--- config.mk ---
export PLATFORM = sky130hd
export DESIGN_NAME = mem_bus_scheduler
export DESIGN_NICKNAME = d
export VERILOG_FILES = /design/src/rtl/mem_bus_scheduler_pkg.sv /design/src/rtl/mem_bus_scheduler_rr_arbiter2.sv /design/src/rtl/mem_bus_scheduler.sv
export SDC_FILE = /design/constraint.sdc
export NUM_CORES = 1
export LEC_CHECK = 0
export CAP_MARGIN = 20
export CORE_AREA = 3 3 203 205
export CTS_CLUSTER_SIZE = 10
export DETAILED_ROUTE_END_ITERATION = 16
export DIE_AREA = 0 0 206 208
export PLACE_DENSITY = 0.49
export SLEW_MARGIN = 20
export SYNTH_ARGS = -nofsm -noshare
export SYNTH_HDL_FRONTEND = slang
export SYNTH_SLANG_ARGS = --single-unit
--- constraint.sdc ---
create_clock -name clk -period 2.9 [get_ports clk]
set_clock_uncertainty 0.15 [all_clocks]
set_input_delay 0.58 -clock clk [delete_from_list [all_inputs] [get_ports clk]]
set_output_delay 0.58 -clock clk [all_outputs]
set_load 0.05 [all_outputs]
--- src/rtl/mem_bus_scheduler_pkg.sv ---
// Shared types and constants for the Sysbus memory-port scheduler.
// Package name: mem_bus_pkg (state enum, source enum, tag field positions).
package mem_bus_pkg;

  typedef enum logic [1:0] {
    ST_IDLE  = 2'd0,
    ST_ADDR  = 2'd1,
    ST_WDATA = 2'd2,
    ST_RDATA = 2'd3
  } state_t;

  typedef enum logic {
    SRC_DC = 1'b0,
    SRC_IC = 1'b1
  } src_t;

  // Sysbus tag layout: bit 12 write(1)/read(0), bits 11:8 type, bits 7:0 free.
  localparam int TAG_RW_BIT   = 12;
  localparam int TAG_TYPE_MSB = 11;
  localparam int TAG_TYPE_LSB = 8;

  // Default tag bit used to mark the owning cache (1 = I-cache).
  localparam int SRC_BIT_DEF  = 0;

  // Data beats per 64-byte line transfer.
  localparam int BEATS_DEF    = 8;

endpackage

--- src/rtl/mem_bus_scheduler_rr_arbiter2.sv ---
// Two-input round-robin arbiter (I-cache vs D-cache). Grants only while
// grant_en is high; on a tie the requester that did not win last time wins.
// rr_last resets to SRC_DC so the I-cache wins the first tie.
module rr_arbiter2
  import mem_bus_pkg::*;
(
  input  logic clk,
  input  logic reset_n,
  input  logic req_ic,
  input  logic req_dc,
  input  logic grant_en,
  output logic gnt_ic,
  output logic gnt_dc
);

  src_t last_q, last_d;

  // Grant selection and rr_last update
  always_comb begin
    gnt_ic = 1'b0;
    gnt_dc = 1'b0;
    last_d = last_q;
    if (grant_en) begin
      if (req_ic && req_dc) begin
        if (last_q == SRC_DC) gnt_ic = 1'b1;
        else                  gnt_dc = 1'b1;
      end else begin
        gnt_ic = req_ic;
        gnt_dc = req_dc;
      end
      if (gnt_ic)      last_d = SRC_IC;
      else if (gnt_dc) last_d = SRC_DC;
    end
  end

  // rr_last register
  always_ff @(posedge clk or negedge reset_n) begin
    if (!reset_n) last_q <= SRC_DC;
    else          last_q <= last_d;
  end

endmodule

--- src/rtl/mem_bus_scheduler.sv ---
// Shares the Sysbus memory port between the L1 I-cache and D-cache.
// One line transaction at a time: IDLE -> ADDR -> (WDATA | RDATA) -> IDLE.
// Request handshake: *_req_valid is held by the cache until *_req_ready,
// which is a one-cycle pulse the cycle after the grant in IDLE. The bus
// request phase holds bus_reqcyc/bus_req/bus_reqtag until bus_reqack;
// response beats are consumed (bus_respack) in the same cycle bus_respcyc
// is seen. Optional macro MEM_BUS_SCHED_PERF_CNT_EN adds grant and wait
// counters.
module mem_bus_scheduler
  import mem_bus_pkg::*;
#(
  parameter int WIDTH     = 64,
  parameter int TAG_WIDTH = 13,
  parameter int SRC_BIT   = SRC_BIT_DEF,
  parameter int BEATS     = BEATS_DEF
) (
  input  logic                 clk,
  input  logic                 reset_n,
  input  logic                 ic_req_valid,
  input  logic [WIDTH-1:0]     ic_req_addr,
  input  logic [TAG_WIDTH-1:0] ic_req_tag,
  output logic                 ic_req_ready,
  output logic                 ic_resp_valid,
  output logic [WIDTH-1:0]     ic_resp_data,
  input  logic                 dc_req_valid,
  input  logic [WIDTH-1:0]     dc_req_addr,
  input  logic [TAG_WIDTH-1:0] dc_req_tag,
  input  logic [WIDTH-1:0]     dc_wdata,
  output logic [2:0]           dc_wbeat,
  output logic                 dc_req_ready,
  output logic                 dc_resp_valid,
  output logic [WIDTH-1:0]     dc_resp_data,
  output logic                 bus_reqcyc,
  output logic [WIDTH-1:0]     bus_req,
  output logic [TAG_WIDTH-1:0] bus_reqtag,
  input  logic                 bus_reqack,
  input  logic                 bus_respcyc,
  input  logic [WIDTH-1:0]     bus_resp,
  input  logic [TAG_WIDTH-1:0] bus_resptag,
  output logic                 bus_respack,
  output logic                 err_unexpected,
  output logic [1:0]           dbg_state
`ifdef MEM_BUS_SCHED_PERF_CNT_EN
  ,
  output logic [31:0]          ic_grant_cnt,
  output logic [31:0]          dc_grant_cnt,
  output logic [31:0]          wait_cycles
`endif
);

  localparam logic [2:0] LAST_BEAT = 3'(BEATS - 1);

  state_t               state_q, state_d;
  logic [WIDTH-1:0]     addr_q, addr_d;
  logic [TAG_WIDTH-1:0] tag_q, tag_d;
  logic                 is_wr_q, is_wr_d;
  logic [2:0]           cnt_q, cnt_d;
  logic                 ic_rdy_q, ic_rdy_d;
  logic                 dc_rdy_q, dc_rdy_d;
  logic                 err_q, err_d;
  logic                 gnt_ic, gnt_dc;
  logic                 unused_resptag;

  // Only the source bit of the response tag matters for routing.
  assign unused_resptag = ^bus_resptag;

  rr_arbiter2 u_arb (
    .clk      (clk),
    .reset_n  (reset_n),
    .req_ic   (ic_req_valid),
    .req_dc   (dc_req_valid),
    .grant_en (state_q == ST_IDLE),
    .gnt_ic   (gnt_ic),
    .gnt_dc   (gnt_dc)
  );

  // State register and transaction context
  always_ff @(posedge clk or negedge reset_n) begin
    if (!reset_n) begin
      state_q  <= ST_IDLE;
      addr_q   <= '0;
      tag_q    <= '0;
      is_wr_q  <= 1'b0;
      cnt_q    <= '0;
      ic_rdy_q <= 1'b0;
      dc_rdy_q <= 1'b0;
      err_q    <= 1'b0;
    end else begin
      state_q  <= state_d;
      addr_q   <= addr_d;
      tag_q    <= tag_d;
      is_wr_q  <= is_wr_d;
      cnt_q    <= cnt_d;
      ic_rdy_q <= ic_rdy_d;
      dc_rdy_q <= dc_rdy_d;
      err_q    <= err_d;
    end
  end

  // Next-state: grant, address phase, write beats, read beats
  always_comb begin
    state_d  = state_q;
    addr_d   = addr_q;
    tag_d    = tag_q;
    is_wr_d  = is_wr_q;
    cnt_d    = cnt_q;
    ic_rdy_d = 1'b0;
    dc_rdy_d = 1'b0;
    // A response beat with no read in flight is dropped and flagged.
    err_d    = err_q | (bus_respcyc && (state_q != ST_RDATA));
    unique case (state_q)
      ST_IDLE: begin
        if (gnt_ic) begin
          addr_d         = ic_req_addr;
          tag_d          = ic_req_tag;
          tag_d[SRC_BIT] = 1'b1;
          is_wr_d        = 1'b0;  // the I-cache never writes
          ic_rdy_d       = 1'b1;
          state_d        = ST_ADDR;
        end else if (gnt_dc) begin
          addr_d         = dc_req_addr;
          tag_d          = dc_req_tag;
          tag_d[SRC_BIT] = 1'b0;
          is_wr_d        = dc_req_tag[TAG_RW_BIT];
          dc_rdy_d       = 1'b1;
          state_d        = ST_ADDR;
        end
      end
      ST_ADDR: begin
        if (bus_reqack) begin
          cnt_d   = '0;
          state_d = is_wr_q ? ST_WDATA : ST_RDATA;
        end
      end
      ST_WDATA: begin
        cnt_d = cnt_q + 3'd1;
        if (cnt_q == LAST_BEAT) state_d = ST_IDLE;
      end
      ST_RDATA: begin
        if (bus_respcyc) begin
          cnt_d = cnt_q + 3'd1;
          if (cnt_q == LAST_BEAT) state_d = ST_IDLE;
        end
      end
      default: state_d = ST_IDLE;
    endcase
  end

  // Outputs: bus request drive, write-beat index, response routing
  always_comb begin
    bus_reqcyc    = 1'b0;
    bus_req       = '0;
    bus_reqtag    = '0;
    dc_wbeat      = '0;
    ic_resp_valid = 1'b0;
    ic_resp_data  = '0;
    dc_resp_valid = 1'b0;
    dc_resp_data  = '0;
    // Every presented beat is consumed; outside RDATA it is simply dropped.
    bus_respack   = bus_respcyc & reset_n;
    unique case (state_q)
      ST_ADDR: begin
        bus_reqcyc = 1'b1;
        bus_req    = addr_q;
        bus_reqtag = tag_q;
      end
      ST_WDATA: begin
        bus_reqcyc = 1'b1;
        bus_req    = dc_wdata;
        bus_reqtag = tag_q;
        dc_wbeat   = cnt_q;
      end
      ST_RDATA: begin
        if (bus_respcyc) begin
          if (bus_resptag[SRC_BIT]) begin
            ic_resp_valid = 1'b1;
            ic_resp_data  = bus_resp;
          end else begin
            dc_resp_valid = 1'b1;
            dc_resp_data  = bus_resp;
          end
        end
      end
      default: ;
    endcase
  end

  assign ic_req_ready   = ic_rdy_q;
  assign dc_req_ready   = dc_rdy_q;
  assign err_unexpected = err_q;
  assign dbg_state      = state_q;

`ifdef MEM_BUS_SCHED_PERF_CNT_EN
  logic [31:0] ic_cnt_q, ic_cnt_d, dc_cnt_q, dc_cnt_d, wait_q, wait_d;
  logic        waiting;

  // A request is waiting when valid but neither granted nor being acknowledged.
  always_comb begin
    waiting  = (ic_req_valid && !gnt_ic && !ic_rdy_q) ||
               (dc_req_valid && !gnt_dc && !dc_rdy_q);
    ic_cnt_d = ic_cnt_q + {31'd0, gnt_ic};
    dc_cnt_d = dc_cnt_q + {31'd0, gnt_dc};
    wait_d   = wait_q + {31'd0, waiting};
  end

  // Performance counter registers
  always_ff @(posedge clk or negedge reset_n) begin
    if (!reset_n) begin
      ic_cnt_q <= '0;
      dc_cnt_q <= '0;
      wait_q   <= '0;
    end else begin
      ic_cnt_q <= ic_cnt_d;
      dc_cnt_q <= dc_cnt_d;
      wait_q   <= wait_d;
    end
  end

  assign ic_grant_cnt = ic_cnt_q;
  assign dc_grant_cnt = dc_cnt_q;
  assign wait_cycles  = wait_q;
`endif

endmodule

Word level (Yosys, flattened, before mapping)
Index checks and enable logic that the tools add are counted.
{"block": "word_totals", "regBits": 87, "in_bits": 301, "out_inout_bits": 217}
{"block": "op_classes", "add_sub_neg": 1, "bitwise_logic": 2, "n_mux": 47, "n_eq_ne": 8, "n_reduce_logical": 11}
{"op": "$mux 64", "count": 8}
{"op": "$pmux 64 s2", "count": 1}
{"op": "$mux 13", "count": 3}
{"op": "$mux 1", "count": 25}
{"op": "$mux 2", "count": 5}
{"op": "$mux 3", "count": 3}
{"op": "$pmux 3 s3", "count": 1}
{"op": "$pmux 2 s4", "count": 1}
{"op": "$ne 2x2->1 const B", "count": 3}
{"op": "$reduce_and 3->1", "count": 2}
{"op": "$eq 2x2->1 const B", "count": 2}
{"op": "$reduce_and 2->1", "count": 2}
{"op": "$reduce_bool 2->1", "count": 2}
{"op": "$add 3x1->3 const B", "count": 1}
{"op": "$eq 3x3->1 const B", "count": 1}
{"op": "$ne 3x3->1 const B", "count": 1}
{"op": "$reduce_bool 3->1", "count": 1}
{"op": "$eq 2x1->1 const B", "count": 1}
{"op": "$logic_and 1x1->1", "count": 2}
{"op": "$logic_not 2->1", "count": 1}
{"op": "$reduce_or 2->1", "count": 1}
{"op": "$and 1x1->1", "count": 1}
{"op": "$or 1x1->1", "count": 1}

Depth between registers and ports, before layout
Gate-level depths: netlist of the first run.
{"block": "depth", "word_depth": 7, "mapped_depth": 8, "mapped_depth_nobuf": 5}

Cells and area by module
From an unflattened synthesis of the first run, not the netlist that was laid out.
{"block": "hier_totals", "cells_unflattened": 697, "hier_area_um2": 6079.6}
{"module": "mem_bus_scheduler", "area_each_um2": 6018.3, "n_inst": 1, "cells_per_inst": 689, "seq_area_each_um2": 2152.1}
{"module": "rr_arbiter2", "area_each_um2": 61.3, "n_inst": 1, "cells_per_inst": 8, "seq_area_each_um2": 25.0}

Worst setup path after synthesis of the first run
OpenSTA, ideal clock, no wires.
{"block": "synth_path", "kind": "register to output", "from": "reg state_q[0] (netlist: dbg_state[0])", "to": "out bus_req[0]", "arrival_ns": 2.719, "setup_slack_ns": -0.549, "path_stages_with_launch": 6, "n_path_buf": 2, "path_cell_list": "dfrtp_1 > inv_1 > ha_1 > clkbuf_1 > clkbuf_1 > nor2b_1"}
{"block": "synth_via", "elab_chain_cells": 2, "word_cells_on_any_way": 3, "classes_between": "eq/ne (2); mux (1)"}
{"element": "start: declaration", "line": "mem_bus_scheduler.sv:53", "source": "state_t state_q, state_d;"}
{"element": "start signal: assignment", "line": "mem_bus_scheduler.sv:89", "source": "state_q <= state_d;"}
{"element": "$eq 2x2->1 or $eq 2x1->1 (tied branches)", "line": "mem_bus_scheduler.sv:161", "source": "unique case (state_q)"}
{"element": "$pmux 64 s2 (*)", "line": "mem_bus_scheduler.sv:161"}
{"element": "end: declaration", "line": "mem_bus_scheduler.sv:34", "source": "output logic [WIDTH-1:0] bus_req,"}
Every way passes the cells marked *; elsewhere a longest branch is shown, timed or not.

Worst setup path after layout of the first run
{"block": "layout_path", "from": "reg state_q[0] (netlist: dbg_state[0])", "to": "out bus_req[3]"}
The elaborated chain is that of the path after synthesis.

==> impl_metrics.ini, run 1 <==
[synth]
ys.flop_type = dfrtp_1
ys_seq_elements = 87
synth_cell_type_count = 35
synth_top_cell_by_area = dfrtp_1
synth-edff-count = 0
yosysSeqAreaShare = 0.3213
ys_top_cells_by_area = dfrtp_1 32%, and2_1 13%, o2111ai_1 9.8%, a22oi_1 7.1%, nor2b_1 6.1%
synth_cells = 817
synthesis.nets = 1126
yosysWarnings = 0
synthesis.area_um2 = 6775
synth_async_sr_flop_share = 1.000
synthMostInstantiatedCell = and2_1
synthTopCellsByCount = 145 x and2_1, 87 x dfrtp_1, 80 x nor2_1
syn_area_per_cell_um2 = 8.293
synth_top_area_frac = 0.3213

[sta]
worst_slack_ps = 117.3
maxSlewHeadroom = 0.5865
worstMarginPinSlew_ps = 618.9
slew_viol_final = 0
hold_violations = 0
finalCritPeriodShare = 0.9595
rsz0062_at_grt = yes
setup_viol = 0
period_needed_ps = 2783
fmax_ghz = 0.3594

[global_routing]
grt-ovfl-total = 0
grt.total_usage = 0.1752
grt_antenna_before_repair = 12
grt_pass1_wl_um = 56800
first_global_vias = 8480
grt_max_degree = 88

[critical_path]
path_class = reg2out
rrSetupSlack_ps = 560
cp.arrival_ps = 2050
start_kind = flop
crit_required_ps = 2170
crit_path_max_fanout = 25
end_kind = output port

[clock_network]
post_cts_resized = 0
ctsHtreeMaxLevel = 3
clk_pin_slew_ps = 60
hold_buffers = 0
clock-sinks = 87
clk_path_buf_depth = 2
clk-insertion-delay-late_ps = 340
cts_made_buffers = 9
tritoncts = done
root_buffer = clkbuf_16
cts_setup_buffers = 0

[pwr]
power_mw = 15.92
p_leak_nw = 5.591
peakVddDrop_uv = 621.9
intPower_mw = 8.092
clockPowerShare = 0.075
switchingPower_mw = 7.828
p_comb_frac = 0.788
cellPowerDensity_nw_per_um2 = 1059
p_seq_frac = 0.137
switching_share = 0.4917

[placement]
dp_slack_ps = 184.4
place.gp.congestion = 0.8026
dp_cells = 1768
dp_hpwl_um = 30250
numPortBuffers = 503

[outcome]
status = finished clean

[drt]
drc = 0
firstDrtPassIters = 4
totalWireLength_um = 39460
drt_iter0_markers = 320
drtAntennaViolNets = 0
viasPerCell = 4.562
num_vias = 8161
routedWlPerCell_um = 22.06

[finish]
syn2layout_area_growth_pct = 121.8
drive_gt1_frac = 0.2838
stdcell_count = 1789
fillCellCount = 3996
final-seq-area_um2 = 2180
multiInputGateArea_um2 = 4332
fin_nets = 1563

[flow_run]
maxCapViolCount = 0

[min_path]
worstHoldPathType = in2async

[floorplan]
start_util = 0.1709
num_rows = 73
die_h_um = 208
pin_count = 518
die_width_um = 206
dieArea_um2 = 42850
core_area_um2 = 39640
worst max-delay path, stage by stage, from the launching register on:
cell     delay, ps
dfrtp_2        450
inv_1          180
ha_2           250
buf_4          300
a22oi_1        200
nor2b_4        170
buf_12         140
cell families after synthesis:
logic type | count (synthesis) | share of synthesized area
AOI/OAI and AO/OA | 304 | 0.3278
adders and majority gates | 8 | 0.01477
buffers and inverters | 113 | 0.08052
DFF | 87 | 0.3213
muxes | 5 | 0.008310
and+or+nand+nor | 300 | 0.2473
per-layer routing:
layer	GRT usage	wire length [um]	vias to the layer above
met4	0.04424	658	10
met5	0	59	-
met3	0.06040	3779	31
li1	-	-	3854
met2	0.3254	20980	349
met1	0.1882	13990	3917
final timing paths:
path | cells past startpoint | end | startpoint
max in group asynchronous | 2 | addr_q[59] | reset_n
max | 6 | bus_req[3] | dbg_state[0]
min | 2 | addr_q[13] | reset_n
min in group clk | 1 | err_unexpected | err_unexpected
max reg2reg | 6 | addr_q[14] | dbg_state[0]
min reg2reg | 1 | err_unexpected | err_unexpected
flip-flops by register name, summed over array words and instances (netlist names):
| name | flops |
|---|---|
| err_unexpected | 1 |
| ic_req_ready | 1 |
| tag_q | 13 |
| dbg_state | 2 |
| cnt_q | 3 |
| u_arb.last_q | 1 |
| addr_q | 64 |
| dc_req_ready | 1 |
| is_wr_q | 1 |
stage by stage:
step / hold WS (ps) / TNS [ps] / cell area (um2) / utilization
finish: 202.4 / 0 / 15030 / 0.3791
global route: 239.0 / -83.96 / 15020 / 0.3790
CTS: 239.8 / 0 / 15010 / 0.3787
detailed placement: 301.7 / 0 / 14730 / 0.3716
global placement: 290.9 / 0 / 14730 / 0.3716
floorplan: 134.4 / 0 / 7029 / -
placed cells by master, fill, tap and decap left out, types with 2 or more instances in the layout:
master | Yosys | layout
clkdlybuf4s50_1 | 0 | 289
buf_12 | 0 | 226
and2_1 | 145 | 142
dfrtp_1 | 87 | 85
nor2_1 | 80 | 79
o2111ai_1 | 76 | 76
o21ai_0 | 74 | 74
a22oi_1 | 64 | 64
a31oi_1 | 56 | 56
nor2b_2 | 0 | 47
a31oi_2 | 20 | 20
nor2b_4 | 0 | 17
buf_4 | 3 | 15
clkbuf_16 | 0 | 9
inv_1 | 8 | 7
diode_2 | 0 | 6
o21ai_1 | 6 | 6
ha_1 | 8 | 4
nand2_1 | 3 | 3
and2_2 | 0 | 3
mux2i_1 | 3 | 3
ha_2 | 0 | 3
a21o_1 | 2 | 2
inv_2 | 0 | 2
a21oi_1 | 2 | 2
nor2b_1 | 66 | 2
clkbuf_1 | 47 | 2
clkinv_2 | 0 | 2
dfrtp_2 | 0 | 2
area by class of cell:
cell class	count	area share
Multi-Input combinational cell	617	0.2883
Tap cell	525	0.04371
Sequential cell	87	0.1450
Timing Repair Buffer	530	0.5011
Clock buffer	11	0.01549
Clock inverter	4	0.003164
Inverter	9	0.002248
Antenna cell	6	0.0009992
power groups by stage:
stage | sequential, mW | clock (mW) | combinational (mW)
after floorplan | 2.13 | 0 | 6.95
after global placement | 2.19 | 0 | 12.6
after detailed placement | 2.20 | 0 | 12.7
after CTS | 2.19 | 1.24 | 12.7
after global routing | 2.26 | 1.29 | 13.2
final | 2.18 | 1.19 | 12.5
No activity file was read; power rests on OpenSTA's default activity.
==> run 2: changes to the inputs <==
CTS_CLUSTER_SIZE = 8   (was 10)
==> results of run 2 <==
The final DEF is identical to that of run 1; final timing and power are the same.
==> run 3: changes to the inputs <==
CORE_AREA = 3 3 201 203   (was 3 3 203 205)
CTS_BUF_LIST = sky130_fd_sc_hd__clkbuf_4 sky130_fd_sc_hd__clkbuf_8   (was unset)
DIE_AREA = 0 0 204 206   (was 0 0 206 208)
PLACE_DENSITY = 0.5   (was 0.49)
==> impl_metrics.ini, run 3 (synthesis gave the netlist of run 1 again) <==
[outcome]
status = finished clean

[global_routing]
grt_pass1_wl_um = 56680
grt_antenna_before_repair = 5
grt-ovfl-total = 0
grt_max_degree = 88
first_global_vias = 8235
grt.total_usage = 0.1817

[min_path]
worstHoldPathType = in2async

[clock_network]
root_buffer = clkbuf_8
clk_pin_slew_ps = 100
ctsHtreeMaxLevel = 3
clk_path_buf_depth = 2
tritoncts = done
clk-insertion-delay-late_ps = 390
cts_made_buffers = 9
clock-sinks = 87
cts_setup_buffers = 0

[finish]
stdcell_count = 1782
utilization = 0.3875
drive_gt1_frac = 0.2892
final_cell_mix = 289 x clkdlybuf4s50_1, 225 x buf_12, 142 x and2_1
mostFrequentLayoutCell = clkdlybuf4s50_1
reg_top3 = addr_q x64, tag_q x13, cnt_q x3
largest_register = addr_q
largest_register_ff_count = 64
fin_nets = 1566
syn2layout_area_growth_pct = 121.0
fin_area_um2 = 14970

[sta]
fmax_ghz = 0.3543
rsz0062_at_grt = yes
setup_viol = 0
slew_viol_final = 0
period_needed_ps = 2823
worstMarginPinSlew_ps = 857.7
maxSlewHeadroom = 0.4270
hold_violations = 0
worst_slack_ps = 77.20
holdWs_ps = 126.7
tns_ps = 0
finalCritPeriodShare = 0.9734

[flow_run]
maxCapViolCount = 0

[pwr]
p_leak_nw = 5.572
intPower_mw = 7.974
p_seq_frac = 0.138
switchingPower_mw = 7.813
cellPowerDensity_nw_per_um2 = 1054
peakVddDrop_uv = 649.2
clockPowerShare = 0.064
p_comb_frac = 0.798
power_mw = 15.79
switching_share = 0.4949

[critical_path]
path_class = reg2out
startpoint = dbg_state[1]
rr_worst_depth = 5
crit_required_ps = 2170
crit_path_max_fanout = 48
timing.rr.start = dbg_state[1]
cp.arrival_ps = 2090
start_kind = flop
end_kind = output port

[floorplan]
num_rows = 72
pin_count = 518
dieArea_um2 = 42020
die_width_um = 204
die_h_um = 206
start_util = 0.1753
core_area_um2 = 38650

[drt]
drt_iter0_markers = 323
num_vias = 8093
totalWireLength_um = 40220
firstDrtPassIters = 4
drtAntennaViolNets = 0
viasPerCell = 4.542
routedWlPerCell_um = 22.57
drc = 0

[placement]
dp_hpwl_um = 31080
place.gp.congestion = 0.8771
numPortBuffers = 503
place_area_um2 = 14730
dp_cells = 1764
dp_slack_ps = 216.4
==> run 3: cell count changes in the layout (fill, tap and decap cells not counted), sizes merged <==
cell	change
bufinv	+1
buf	+3
diode	-4
==> run 3: power by group through the flow <==
stage | clock (mW) | combinational (mW) | sequential [mW]
6_report | 1.01 | 12.6 | 2.17
5_1_grt | 1.12 | 13.3 | 2.24
4_1_cts | 1.07 | 12.8 | 2.18
3_5_place_dp | 0 | 12.8 | 2.20
3_3_place_gp | 0 | 12.7 | 2.18
2_1_floorplan | 0 | 6.95 | 2.13
==> run 3: worst max-delay path, cell delays in order, from the launching register on <==
cell and delay (ps):
dfrtp_2 450, inv_1 160, ha_2 240, buf_12 240, a22oi_1 190, nor2b_2 190, buf_12 150
==> run 3: cell type report <==
class | instances | area, um2
diodes | 2 | 5.005
clock buffers | 11 | 145.1
clock inverters | 5 | 81.33
fillers | 3865 | 23670
inverters | 9 | 33.78
multi-input cells | 617 | 4334
flip-flops and latches | 87 | 2180
well taps | 518 | 648.1
repair buffers | 533 | 7547
==> run 3: repair_timing <==
action / CTS / global route
hold buffers: 0 / 0
gates resized for setup: 2 / 2
setup endpoints to repair: 23 / 132
==> run 3: layer usage <==
metal | global-route usage | routed length [um]
met5 | 0 | 50
met4 | 0.04375 | 665
met3 | 0.05938 | 3347
met2 | 0.3514 | 21680
met1 | 0.1895 | 14470
==> run 3: worst paths after layout <==
path,slack [ps],end
hold / removal,130,tag_q[12]
setup reg to reg,690,dbg_state[1]
max in group asynchronous,2040,addr_q[39]
min in group clk,320,err_unexpected
hold reg to reg,320,err_unexpected
setup / recovery,80,bus_req[35]
